File: config.mk
export PLATFORM = sky130hd
export DESIGN_NAME = cdb_arbiter_flat
export DESIGN_NICKNAME = d
export VERILOG_FILES = /design/src/rtl/expipe_pkg.sv /design/src/rtl/cdb_arbiter_if.sv /design/src/rtl/rr_arbiter.sv /design/src/rtl/cdb_arbiter.sv /design/src/flat_wrapper.sv
export SDC_FILE = /design/constraint.sdc
export NUM_CORES = 1
export LEC_CHECK = 0
export ABC_AREA = 1
export CAP_MARGIN = 25
export CELL_PAD_IN_SITES_DETAIL_PLACEMENT = 1
export CELL_PAD_IN_SITES_GLOBAL_PLACEMENT = 1
export CORE_MARGIN = 1
export CORE_UTILIZATION = 41
export DETAILED_ROUTE_END_ITERATION = 8
export DONT_BUFFER_PORTS = 1
export PLACE_DENSITY_LB_ADDON = 0.1
export SYNTH_ARGS = -nofsm -noshare
export SYNTH_HDL_FRONTEND = slang
export SYNTH_SLANG_ARGS = --single-unit
File: constraint.sdc
create_clock -name clk_i -period 1.8 [get_ports clk_i]
set_input_delay 0.27 -clock clk_i [delete_from_list [all_inputs] [get_ports clk_i]]
set_output_delay 0.27 -clock clk_i [all_outputs]
set_load 0.01 [all_outputs]
File: src/rtl/expipe_pkg.sv
// expipe_pkg: shared execution-pipeline types.
//   cdb_data_t  - word broadcast on the Common Data Bus
//   CDB_N_REQ   - default number of reservation stations sharing the CDB
//   cdb_req_e   - requester index of each reservation station on the CDB
package expipe_pkg;

    typedef struct packed {
        logic [5:0]  rob_idx;
        logic [31:0] value;
        logic        except_raised;
        logic [3:0]  except_code;
    } cdb_data_t;

    localparam int CDB_N_REQ = 4;

    typedef enum logic [1:0] {
        CDB_REQ_BU  = 2'd0,
        CDB_REQ_ALU = 2'd1,
        CDB_REQ_LD  = 2'd2,
        CDB_REQ_ST  = 2'd3
    } cdb_req_e;

endpackage

File: src/rtl/cdb_arbiter_if.sv
// cdb_arbiter_if: handshake bundle between the reservation stations, the CDB
// arbiter and the ROB/snoop consumers.
//   rs_valid_i / rs_data_i / rs_ready_o : per-RS result handshake
//   rob_ready_i                         : consumers accept the current word
//   cdb_valid_o / cdb_data_o            : registered broadcast word
// slave  = arbiter side, master = environment (RS + ROB) side.
interface cdb_arbiter_if
    import expipe_pkg::*;
#(
    parameter int N_REQ = CDB_N_REQ
);
    logic [N_REQ-1:0]      rs_valid_i;
    logic [N_REQ-1:0]      rs_ready_o;
    cdb_data_t [N_REQ-1:0] rs_data_i;
    logic                  rob_ready_i;
    logic                  cdb_valid_o;
    cdb_data_t             cdb_data_o;

    modport slave (
        input  rs_valid_i,
        input  rs_data_i,
        input  rob_ready_i,
        output rs_ready_o,
        output cdb_valid_o,
        output cdb_data_o
    );

    modport master (
        output rs_valid_i,
        output rs_data_i,
        output rob_ready_i,
        input  rs_ready_o,
        input  cdb_valid_o,
        input  cdb_data_o
    );
endinterface

File: src/rtl/rr_arbiter.sv
// rr_arbiter: combinational round-robin grant.
//   req : request vector
//   ptr : index holding highest priority this cycle (must be < N_REQ)
//   gnt : one-hot grant of the first request at or after ptr (wrapping), or 0
// The request vector is duplicated so the wrap-around scan becomes a plain
// lowest-set-bit search on a vector masked below ptr; folding the two halves
// back together yields the grant. Works for any N_REQ, not just powers of 2.
module rr_arbiter
    import expipe_pkg::*;
#(
    parameter int  N_REQ = CDB_N_REQ,
    localparam int PW    = (N_REQ > 1) ? $clog2(N_REQ) : 1
) (
    input  logic [N_REQ-1:0] req,
    input  logic [PW-1:0]    ptr,
    output logic [N_REQ-1:0] gnt
);

    localparam logic [2*N_REQ-1:0] ONE = {{(2*N_REQ-1){1'b0}}, 1'b1};

    logic [2*N_REQ-1:0] dbl_s;
    logic [2*N_REQ-1:0] mask_s;
    logic [2*N_REQ-1:0] masked_s;
    logic [2*N_REQ-1:0] first_s;

    // Keep only positions at or above ptr in the doubled request vector.
    always_comb begin
        mask_s = '0;
        for (int k = 0; k < 2 * N_REQ; k++) begin
            mask_s[k] = (k >= int'(ptr)) ? 1'b1 : 1'b0;
        end
    end

    assign dbl_s    = {req, req};
    assign masked_s = dbl_s & mask_s;
    // x & -x isolates the lowest set bit.
    assign first_s  = masked_s & (~masked_s + ONE);
    assign gnt      = first_s[N_REQ-1:0] | first_s[2*N_REQ-1:N_REQ];

endmodule

File: src/rtl/cdb_arbiter.sv
// cdb_arbiter: shares the Common Data Bus between the reservation stations.
// Each cycle one pending result is picked round-robin and latched into a
// one-entry output register that drives the ROB and all RS snoop ports.
//   clk_i   : clock, rising edge
//   rst_n_i : asynchronous active-low reset
//   flush_i : synchronous pipeline flush; kills the CDB word and any grant
//   cdb     : slave side of cdb_arbiter_if (RS handshakes, ROB ready, CDB)
// rs_ready_o is combinational from rs_valid_i, rob_ready_i and flush_i;
// cdb_valid_o/cdb_data_o come straight from registers.
module cdb_arbiter
    import expipe_pkg::*;
#(
    parameter int N_REQ = CDB_N_REQ
) (
    input  logic          clk_i,
    input  logic          rst_n_i,
    input  logic          flush_i,
    cdb_arbiter_if.slave  cdb
);

    localparam int PW = (N_REQ > 1) ? $clog2(N_REQ) : 1;
    localparam int DW = $bits(cdb_data_t);

    logic [PW-1:0]    ptr_r;
    logic             out_valid_r;
    cdb_data_t        out_data_r;

    logic [N_REQ-1:0] grant_s;
    logic [N_REQ-1:0] ready_s;
    logic             load_en_s;
    logic             hs_s;
    logic [PW-1:0]    grant_idx_s;
    logic [PW-1:0]    ptr_nxt_s;
    logic [DW-1:0]    sel_data_s;

    rr_arbiter #(
        .N_REQ (N_REQ)
    ) u_rr_arbiter (
        .req (cdb.rs_valid_i),
        .ptr (ptr_r),
        .gnt (grant_s)
    );

    // The register can take a new word when empty or when its word drains now.
    assign load_en_s = ~out_valid_r | cdb.rob_ready_i;
    assign ready_s   = grant_s & {N_REQ{load_en_s & ~flush_i}};
    // Grant only covers requesting stations, so any ready bit is a handshake.
    assign hs_s      = |ready_s;

    // One-hot grant to index and data: OR-reduction over the gated requesters.
    always_comb begin
        grant_idx_s = '0;
        sel_data_s  = '0;
        for (int i = 0; i < N_REQ; i++) begin
            grant_idx_s = grant_idx_s | (PW'(i) & {PW{grant_s[i]}});
            sel_data_s  = sel_data_s | (cdb.rs_data_i[i] & {DW{grant_s[i]}});
        end
    end

    // Priority moves to the station after the winner, wrapping modulo N_REQ.
    always_comb begin
        if (int'(grant_idx_s) == N_REQ - 1) begin
            ptr_nxt_s = '0;
        end else begin
            ptr_nxt_s = grant_idx_s + PW'(1);
        end
    end

    // Output register and priority pointer; flush beats both load and drain.
    always_ff @(posedge clk_i or negedge rst_n_i) begin
        if (!rst_n_i) begin
            out_valid_r <= 1'b0;
            out_data_r  <= '0;
            ptr_r       <= '0;
        end else if (flush_i) begin
            out_valid_r <= 1'b0;
        end else if (hs_s) begin
            out_valid_r <= 1'b1;
            out_data_r  <= cdb_data_t'(sel_data_s);
            ptr_r       <= ptr_nxt_s;
        end else if (out_valid_r && cdb.rob_ready_i) begin
            out_valid_r <= 1'b0;
        end else begin
            out_valid_r <= out_valid_r;
        end
    end

    assign cdb.rs_ready_o  = ready_s;
    assign cdb.cdb_valid_o = out_valid_r;
    assign cdb.cdb_data_o  = out_data_r;

endmodule

File: src/flat_wrapper.sv
// flat-port wrapper written by rule: the top's interface ports become plain ports
module cdb_arbiter_flat import expipe_pkg::*;
#(
    parameter int N_REQ = CDB_N_REQ
)
  (clk_i, rst_n_i, flush_i, cdb_rs_valid_i, cdb_rs_data_i, cdb_rob_ready_i, cdb_rs_ready_o, cdb_cdb_valid_o, cdb_cdb_data_o);
  cdb_arbiter_if #(.N_REQ(N_REQ)) cdb_i ();
  input  logic clk_i;
  input  logic rst_n_i;
  input  logic flush_i;
  input wire logic [$bits(cdb_i.rs_valid_i)-1:0] cdb_rs_valid_i;
  input wire logic [$bits(cdb_i.rs_data_i)-1:0] cdb_rs_data_i;
  input wire logic [$bits(cdb_i.rob_ready_i)-1:0] cdb_rob_ready_i;
  output wire logic [$bits(cdb_i.rs_ready_o)-1:0] cdb_rs_ready_o;
  output wire logic [$bits(cdb_i.cdb_valid_o)-1:0] cdb_cdb_valid_o;
  output wire logic [$bits(cdb_i.cdb_data_o)-1:0] cdb_cdb_data_o;
  assign cdb_i.rs_valid_i = cdb_rs_valid_i;
  assign cdb_i.rs_data_i = cdb_rs_data_i;
  assign cdb_i.rob_ready_i = cdb_rob_ready_i;
  assign cdb_rs_ready_o = cdb_i.rs_ready_o;
  assign cdb_cdb_valid_o = cdb_i.cdb_valid_o;
  assign cdb_cdb_data_o = cdb_i.cdb_data_o;
  cdb_arbiter #(.N_REQ(N_REQ)) u_core (.clk_i(clk_i), .rst_n_i(rst_n_i), .flush_i(flush_i), .cdb(cdb_i));
endmodule
==> results_dict.tcl, run 1 <==
set metrics [dict create \
    dp_worst_setup_slack_ns 0.106 \
    root_buffer "sky130_fd_sc_hd__clkbuf_8" \
    cpPeakStageDelay_ns 0.44 \
    ys_seq_area_share_pct 36.1 \
    timing.critical_path.from_type "flop" \
    power.density_nw_per_um2 1620 \
    layout_commonest_cell "sky130_fd_sc_hd__nand2_1" \
    route.final.wire_length_microns 11700 \
    detailedPlacementHpwl_microns 8360 \
    layout.cells.non_filler 569 \
    ys.warnings.count 0 \
    hold_path_class "primary input to flop" \
    insertion_delay_ns 0.30 \
    syn2layout_area_growth_pct 7.58 \
    setup_tns_ns 0 \
    nNetsFinal 650 \
    mostFrequentLayoutCells "sky130_fd_sc_hd__nand2_1, sky130_fd_sc_hd__nand3_1, sky130_fd_sc_hd__dfrtp_1" \
    tritoncts.num_buffers 5 \
    grt_pass1_vias 3481 \
    yosys.area.top_type "sky130_fd_sc_hd__dfrtp_1" \
    drt-vias-per-instance 6.08 \
    io_pins 228 \
    numClockSinks 46 \
    fmaxAchievable_mhz 584 \
    synth_area_leaders "sky130_fd_sc_hd__dfrtp_1, sky130_fd_sc_hd__nand2_1, sky130_fd_sc_hd__nand3_1, sky130_fd_sc_hd__nand4_1, sky130_fd_sc_hd__buf_4" \
    drtIter0Drc 151 \
    p_int_mw 2.79 \
    static_leak_nw 1.64 \
    total_power_mw 5.56 \
    syn-cell-area_sq_um 3190 \
    ys_seq_elements 46 \
    fillers 988 \
    cp_data_required_time_ns 1.97 \
    initial_antenna_violation_count 0 \
    port_buffers 0 \
    cts_tree "built" \
    syn-num-nets 660 \
    layout_setup_ws_ns 0.0867 \
    groute.usage.overall_pct 27.7 \
    sequential_cell_area_sq_um 1150 \
    syn_inst_count 480 \
    finClkSkew_ns 0.00291 \
    drcViolationCount 0 \
    synth_cell_type_count 19 \
    clk_path_buf_depth 2 \
    core-area_sq_um 7370 \
    final.hold.worst_slack_ns 0.104 \
    run_status "finished clean" \
    drt_pass1_iterations 4 \
    power_frac_seq_pct 38.4 \
    timing.setup.critical_path_class "flop to flop" \
    gp_congestion 0.795 \
    multi_input_comb_area_sq_um 1790 \
    setup_repair_after_global_routing_missed_its_margin "true" \
    drv_cap 0 \
    finalMaxSlewViolations 0 \
    number_of_cell_rows 31 \
    swShare_pct 49.9 \
    netSwitchingPower_mw 2.77 \
    final_period_minus_worst_setup_slack_ns 1.71 \
    final_antenna_net_count 0 \
    synth.top_cell.area_share_pct 36.1 \
    worst-endpoint-arrival_ns 1.88 \
    timing.reg2reg.worst_path_depth 9 \
    critPathMaxFanout 22 \
    cts.clk_slew.worst_paths_ns 0.08 \
    timing.critical_path.slowest_stage_cell "sky130_fd_sc_hd__dfrtp_1" \
    cts-htree-levels 2 \
    drive_gt1_share_pct 9.15 \
    post-route-period-util_pct 95.2 \
    pwr-share-clk_pct 11.2 \
    grt_start_max_net_pins 47 \
    timing_worst_slew_pin_value_ns 0.370 \
    wire_length_of_the_first_global_routing_pass_microns 18000 \
    floorplan.die.width_microns 90.2 \
    comb_power_share_pct 50.4 \
    final-hold-violation-count 0 \
    die_area_sq_um 8130 \
    crit_chain "inv_2, nand2_1, nor2_2, nor2_4, nand3_1, nand2_1, inv_2, buf_4, o211ai_1" \
    setup_viol_count_final 0 \
    worstHoldPathCells 1 \
    routedWlPerCell_microns 20.5 \
    vias 3459 \
    globalRouteOverflowTotal 0 \
    irDropWorstVdd_mv 0.600 \
    syn_area_per_cell_sq_um 6.64 \
    timing.slew.headroom_pct 75.4 \
    antenna-diode-count 0 \
    initial_utilization_pct 43.2 \
    worst_setup_path_end_kind "flop" \
    post-place-cells 557 \
    die-height_microns 90.2 \
]
[flip-flops by register name (all words and copies together), names as in the netlist]
name and cells:
u_core.cdb.cdb_data_o 43, u_core.cdb.cdb_valid_o 1, u_core.ptr_r 2
[synthesized netlist by cell type]
cell and number:
sky130_fd_sc_hd__nor2_4 2, sky130_fd_sc_hd__o21ai_4 1, sky130_fd_sc_hd__buf_2 4, sky130_fd_sc_hd__o211ai_1 1
sky130_fd_sc_hd__inv_1 10, sky130_fd_sc_hd__dfrtp_1 46, sky130_fd_sc_hd__inv_2 3, sky130_fd_sc_hd__clkbuf_1 16
sky130_fd_sc_hd__nor2_2 1, sky130_fd_sc_hd__nor2_1 4, sky130_fd_sc_hd__buf_4 9, sky130_fd_sc_hd__nand2_1 189
sky130_fd_sc_hd__nand2_2 5, sky130_fd_sc_hd__nand3_1 134, sky130_fd_sc_hd__o21bai_2 1, sky130_fd_sc_hd__nand4_1 43
sky130_fd_sc_hd__a21oi_1 1, sky130_fd_sc_hd__buf_6 5, sky130_fd_sc_hd__buf_1 5
[area by class of cell]
type,count,area share [%]
Multi-Input combinational cell,382,52.3
Sequential cell,46,33.6
Timing Repair Buffer,22,6.79
Tap cell,99,3.61
Clock buffer,6,2.12
Inverter,13,1.42
Clock inverter,1,0.219
[stage by stage]
stage,cell area (sq um),utilization [%]
floorplan,3190,-
global placement,3240,43.9
detailed placement,3240,43.9
CTS,3370,45.7
global route,3430,46.5
finish,3430,46.5
[worst paths after layout]
check	startpoint	end	slack, ns
max in group asynchronous	rst_n_i	u_core.cdb.cdb_data_o[36]	1.11
max reg2reg	u_core.ptr_r[1]	u_core.cdb.cdb_valid_o	0.09
min reg2reg	u_core.ptr_r[0]	u_core.ptr_r[0]	0.58
min in group asynchronous	rst_n_i	u_core.cdb.cdb_data_o[25]	0.46
min	flush_i	u_core.cdb.cdb_valid_o	0.10
max	u_core.ptr_r[1]	u_core.cdb.cdb_valid_o	0.09
[critical path, delay by kind of cell, from the launching register on]
family                 cells  cell delay, ns
AO/OA/AOI/OAI              1            0.15
buffers and inverters      3            0.45
flip-flops                 1            0.44
AND/OR/NAND/NOR            5            0.54
[logic make-up after synthesis]
kind of cell	after synthesis	share of synthesized area [%]
simple gates	378	54.1
buf+inv	52	8.52
compound gates	4	1.26
flops	46	36.1
[power by group through the flow]
stage	clock, mW	combinational (mW)	sequential (mW)
2_1_floorplan	0	2.06	1.99
3_3_place_gp	0	2.53	2.16
3_5_place_dp	0	2.64	2.16
4_1_cts	0.637	2.70	2.15
5_1_grt	0.668	3.15	2.18
6_report	0.621	2.80	2.14
[repair_timing]
item,in CTS,in global routing
pin swaps,1,3
buffers inserted,1,1
setup endpoints to repair,2,26
gates resized for setup,2,8
hold endpoints to repair,46,0
cloned,0,1
hold buffers,2,0
[routing by layer]
| layer | up-vias | GRT usage [%] | share of wire [%] |
|---|---|---|---|
| li1 | 1601 | - | - |
| met1 | 1671 | 30.6 | 37 |
| met2 | 170 | 51.5 | 52 |
| met3 | 17 | 7.36 | 8.6 |
| met4 | 0 | 8.33 | 1.7 |
| met5 | - | 0 | 0 |
Note: power is estimated with default switching activity, not from simulation.
==> run 2: changes to the inputs <==
Settings changed: GPL_TIMING_DRIVEN from default to 0, SKIP_LAST_GASP from default to 1.
==> run 2 against run 1 <==
- combinational power increased by 15%
- worst setup slack got worse by 0.050 ns
- utilization increased by 4.5 points
- total power increased by 9.9%
==> results_dict.tcl, run 2 (same netlist as run 1, synthesis figures left out) <==
set metrics [dict create \
    syn2layout_area_growth_pct 18.0 \
    mostFrequentLayoutCells "sky130_fd_sc_hd__nand2_1, sky130_fd_sc_hd__nand3_1, sky130_fd_sc_hd__dfrtp_1" \
    timing.slew.headroom_pct 66.4 \
    globalRouteOverflowTotal 0 \
    static_leak_nw 1.84 \
    drv_cap 0 \
    floorplan.die.width_microns 90.2 \
    hold_path_class "primary input to flop" \
    cts.clk_slew.worst_paths_ns 0.10 \
    initial_antenna_violation_count 0 \
    timing_worst_slew_pin_value_ns 0.504 \
    crit_chain "inv_2, nand2_4, inv_4, nand2_2, nand2_4, clkbuf_16, inv_2, nor2_4" \
    layout.cells.non_filler 609 \
    dp_worst_setup_slack_ns -0.178 \
    drive_gt1_share_pct 17.5 \
    numClockSinks 46 \
    drcViolationCount 0 \
    drt_pass1_iterations 5 \
    critPathMaxFanout 5 \
    use_met1_pct 34.2 \
    worst_setup_path_end_kind "output pin" \
    largest_reg_flops 43 \
    number_of_cell_rows 31 \
    grt_pass1_vias 3732 \
    core-area_sq_um 7370 \
    grt.busiest_layer "met2" \
    layout_commonest_cell "sky130_fd_sc_hd__nand2_1" \
    antenna-diode-count 0 \
    die-height_microns 90.2 \
    worstPathBufferInverterCount 4 \
    insertion_delay_ns 0.31 \
    io_pins 228 \
    tritoncts.num_buffers 5 \
    layout_setup_ws_ns 0.0366 \
    routedWlPerCell_microns 20.1 \
    groute.usage.overall_pct 29.4 \
    wire_length_of_the_first_global_routing_pass_microns 19000 \
    final-hold-violation-count 0 \
    post-place-cells 579 \
    timing.critical_path.slowest_stage_cell "sky130_fd_sc_hd__dfrtp_2" \
    power.density_nw_per_um2 1630 \
    vias 3544 \
    grtUsageMet3_pct 7.36 \
    grt_start_max_net_pins 47 \
    cpPeakStageDelay_ns 0.46 \
    run_status "finished clean" \
    gp_congestion 0.793 \
    port_buffers 0 \
    irDropWorstVdd_mv 0.488 \
    initial_utilization_pct 43.2 \
    die_area_sq_um 8130 \
    final.hold.worst_slack_ns 0.0784 \
    total_power_mw 6.11 \
    clk_path_buf_depth 2 \
    timing.setup.critical_path_class "flop to output pin" \
    fmaxAchievable_mhz 567 \
    detailedPlacementHpwl_microns 8690 \
    cts_tree "built" \
    worst_path_dominant_cell_family "flip-flops" \
    final_antenna_net_count 0 \
    timing.critical_path.from_type "flop" \
    route.final.wire_length_microns 12200 \
    nNetsFinal 689 \
    finalMaxSlewViolations 0 \
    drt-vias-per-instance 5.82 \
    cts-htree-levels 2 \
    finClkSkew_ns 0.0112 \
    post-route-period-util_pct 98.0 \
    cp_data_required_time_ns 1.53 \
    drtIter0Drc 105 \
    final_period_minus_worst_setup_slack_ns 1.76 \
    grt.met2_usage_pct 51.9 \
    setup_viol_count_final 0 \
    worst-endpoint-arrival_ns 1.49 \
    root_buffer "sky130_fd_sc_hd__clkbuf_8" \
]
-- run 2: what timing repair did --
item,CTS,global route
pin swaps,4,8
hold endpoints to repair,46,0
resized for setup,16,44
hold buffers,2,0
setup buffers,11,10
setup endpoints to repair,45,47
-- run 2: worst register-to-register path: cells and delay by family, from the launching register on --
family                 cells  cell delay [ns]
DFF                        1             0.46
buffers and inverters      3             0.48
and+or+nand+nor            6             0.54
AOI/OAI and AO/OA          1             0.18
-- run 2: area by class of cell --
| type | count | area (sq um) |
|---|---|---|
| fillers | 994 | 3610 |
| multi-input cells | 382 | 1840 |
| flip-flops and latches | 46 | 1150 |
| plain buffers | 38 | 287 |
| repair buffers | 23 | 199 |
| well taps | 99 | 124 |
| clock buffers | 5 | 68.8 |
| inverters | 13 | 51.3 |
| clock inverters | 3 | 40.0 |
-- run 2: routing by layer --
metal,up-vias,share of wire (%)
met3,20,7.5
met5,-,0
li1,1679,-
met4,0,2.2
met2,155,51
met1,1690,39
-- run 2: worst paths after layout --
kind                                                start                         to  slack (ns)  depth (start not counted)
worst max-delay path                      u_core.ptr_r[1]          cdb_rs_ready_o[1]        0.04                          8
worst min-delay path                              flush_i     u_core.cdb.cdb_valid_o        0.08                          1
worst max register to register            u_core.ptr_r[1]  u_core.cdb.cdb_data_o[13]        0.06                         10
worst min register to register  u_core.cdb.cdb_data_o[29]  u_core.cdb.cdb_data_o[29]        0.58                          2
max in group asynchronous                         rst_n_i            u_core.ptr_r[0]        1.11                          2
min in group asynchronous                         rst_n_i  u_core.cdb.cdb_data_o[26]        0.46                          2
-- run 2: power by group --
part	total, mW	leakage, nW	internal [mW]	switching (mW)
Clock	0.788	0.0579	0.410	0.379
Combinational	3.21	1.21	1.29	1.92
Sequential	2.12	0.576	1.52	0.604
Total	6.11	1.84	3.22	2.90
-- run 2: through the flow --
stage,utilization [%],cell area [sq um],TNS (ns)
after floorplan,-,3190,0
after global placement,44.9,3310,-0.148
after detailed placement,44.9,3310,-0.447
after CTS,48.7,3590,-0.0280
after global routing,51.0,3760,-0.142
final,51.0,3760,0
==> run 3: changes to the inputs <==
Settings changed: CORE_MARGIN 1 to 5.
==> run 3 against run 2 <==
- global-route usage shrank 4.4 points
- clock skew shrank 0.0025 ns
- sequential power is essentially flat
- sequential share of layout area grew 0.59 points
- wire length grew 3.3%
- final area shrank 2.0%
- total power shrank 3.6%
- critical path type unchanged
- largest cell class unchanged
- largest power group unchanged
- highest routed layer unchanged
==> results_dict.tcl, run 3 (same netlist as run 1, synthesis figures left out) <==
set metrics [dict create \
    run_status "finished clean" \
    drt_pass1_iterations 4 \
    groute.usage.overall_pct 25.0 \
    layout_setup_ws_ns 0.0610 \
    mostFrequentLayoutCells "sky130_fd_sc_hd__nand2_1, sky130_fd_sc_hd__nand3_1, sky130_fd_sc_hd__dfrtp_1" \
    gp_congestion 0.899 \
    grt_pass1_vias 3830 \
    static_leak_nw 1.79 \
    post-route-period-util_pct 96.6 \
    route.final.wire_length_microns 12600 \
    setup_viol_count_final 0 \
    final.hold.worst_slack_ns 0.0863 \
    globalRouteOverflowTotal 0 \
    final_period_minus_worst_setup_slack_ns 1.74 \
    setup_repair_after_global_routing_missed_its_margin "true" \
    swShare_pct 48.3 \
    tritoncts.num_buffers 5 \
    die_area_sq_um 9640 \
    cts_tree "built" \
    p_int_mw 3.05 \
    cp_data_required_time_ns 1.53 \
    power.density_nw_per_um2 1600 \
    number_of_cell_rows 32 \
    timing_worst_slew_pin_value_ns 0.547 \
    drv_cap 0 \
    largest_reg_flops 43 \
    timing.slew.headroom_pct 63.6 \
    vias 3564 \
    fmaxAchievable_mhz 575 \
    die-height_microns 98.2 \
    cts.clk_slew.worst_paths_ns 0.08 \
    floorplan.die.width_microns 98.2 \
    clk_path_buf_depth 2 \
    syn2layout_area_growth_pct 15.7 \
    cpPeakStageDelay_ns 0.46 \
    crit_chain "inv_2, nand2_2, inv_2, nand2_2, nand2_4, clkbuf_16, inv_2, nor2_4" \
    layout.cells.non_filler 607 \
    finalMaxSlewViolations 0 \
    core-area_sq_um 7650 \
    fillers 1031 \
    timing.setup.critical_path_class "flop to output pin" \
    critPathMaxFanout 5 \
    final-hold-violation-count 0 \
    layout_commonest_cell "sky130_fd_sc_hd__nand2_1" \
    initial_antenna_violation_count 0 \
    post-place-cells 582 \
    drt-vias-per-instance 5.87 \
    cts-htree-levels 2 \
    final_antenna_net_count 0 \
    grt_start_max_net_pins 47 \
    port_buffers 0 \
    dp_worst_setup_slack_ns -0.209 \
    cell_occurring_most_often_along_the_worst_timing_path "sky130_fd_sc_hd__inv_2" \
    timing.critical_path.from_type "flop" \
    pwr-share-clk_pct 10.6 \
    hold_path_class "primary input to flop" \
    nNetsFinal 685 \
    drcViolationCount 0 \
    insertion_delay_ns 0.30 \
    io_pins 228 \
    netSwitchingPower_mw 2.85 \
    irDropWorstVdd_mv 0.509 \
    numClockSinks 46 \
    worst-endpoint-arrival_ns 1.47 \
    worstPathBufferInverterCount 4 \
    initial_utilization_pct 41.7 \
    worst_setup_path_end_kind "output pin" \
    root_buffer "sky130_fd_sc_hd__clkbuf_8" \
    detailedPlacementHpwl_microns 9380 \
    power_frac_seq_pct 36.2 \
    wire_length_of_the_first_global_routing_pass_microns 19700 \
    timing.critical_path.slowest_stage_cell "sky130_fd_sc_hd__dfrtp_2" \
    drive_gt1_share_pct 15.8 \
    finClkSkew_ns 0.00867 \
    setup_tns_ns 0 \
    comb_power_share_pct 53.2 \
    worst_path_dominant_cell_family "flip-flops" \
    routedWlPerCell_microns 20.8 \
    total_power_mw 5.89 \
    antenna-diode-count 0 \
    drtIter0Drc 99 \
]
[run 3: cell types whose count changed in the layout (fill, tap and decap cells not counted), sizes merged]
cell    change
clkinv      -2
clkbuf      +2
bufinv      -1
buf         -4
[run 3: worst paths after layout]
| check | start | to | slack [ns] | cells past startpoint |
|---|---|---|---|---|
| max reg2reg | u_core.ptr_r[1] | u_core.cdb.cdb_data_o[28] | 0.06 | 11 |
| max | u_core.ptr_r[1] | cdb_rs_ready_o[1] | 0.06 | 8 |
| min in group asynchronous | rst_n_i | u_core.cdb.cdb_data_o[8] | 0.48 | 2 |
| max in group asynchronous | rst_n_i | u_core.ptr_r[1] | 1.08 | 2 |
| min | flush_i | u_core.cdb.cdb_valid_o | 0.09 | 1 |
| min reg2reg | u_core.cdb.cdb_data_o[9] | u_core.cdb.cdb_data_o[9] | 0.60 | 2 |
[run 3: stage by stage]
| stage | instance area [sq um] | utilization, % |
|---|---|---|
| 2_1_floorplan | 3190 | - |
| 3_3_place_gp | 3310 | 43.3 |
| 3_5_place_dp | 3310 | 43.3 |
| 4_1_cts | 3550 | 46.4 |
| 5_1_grt | 3690 | 48.2 |
| 6_report | 3690 | 48.2 |
[run 3: what timing repair did]
item,in CTS,in global routing
hold buffers,2,0
pin swaps,2,5
cloned,0,0
endpoints found under the hold margin,46,0
buffers inserted,8,11
setup endpoints to repair,44,46
resized for setup,17,34
[run 3: final cells by class]
| cell class | count | area [sq um] | area share, % |
|---|---|---|---|
| Buffer | 36 | 283 | 7.67 |
| Clock buffer | 7 | 76.3 | 2.07 |
| Tap cell | 102 | 128 | 3.46 |
| Timing Repair Buffer | 21 | 180 | 4.89 |
| Multi-Input combinational cell | 382 | 1820 | 49.3 |
| Sequential cell | 46 | 1150 | 31.3 |
| Inverter | 13 | 48.8 | 1.32 |
[run 3: routing by layer]
| metal | track usage (%) | vias up | wire (microns) |
|---|---|---|---|
| met5 | 0 | - | 0 |
| met4 | 6.30 | 0 | 181 |
| met3 | 7.71 | 15 | 1010 |
| met2 | 44.6 | 146 | 6490 |
| met1 | 29.1 | 1736 | 4950 |
| li1 | - | 1667 | - |
[run 3: worst reg2reg max path: cells and delay by family (launching register included)]
family | cells | cell delay, ns
buffers and inverters | 3 | 0.36
and+or+nand+nor | 8 | 0.82
DFF | 1 | 0.43
[run 3: power groups by stage]
| stage | clock [mW] | sequential (mW) | combinational, mW |
|---|---|---|---|
| after floorplan | 0 | 1.99 | 2.06 |
| after CTS | 0.640 | 2.15 | 2.93 |
| final | 0.624 | 2.13 | 3.14 |
| after global placement | 0 | 2.15 | 2.60 |
| after global routing | 0.687 | 2.20 | 3.53 |
| after detailed placement | 0 | 2.16 | 2.69 |
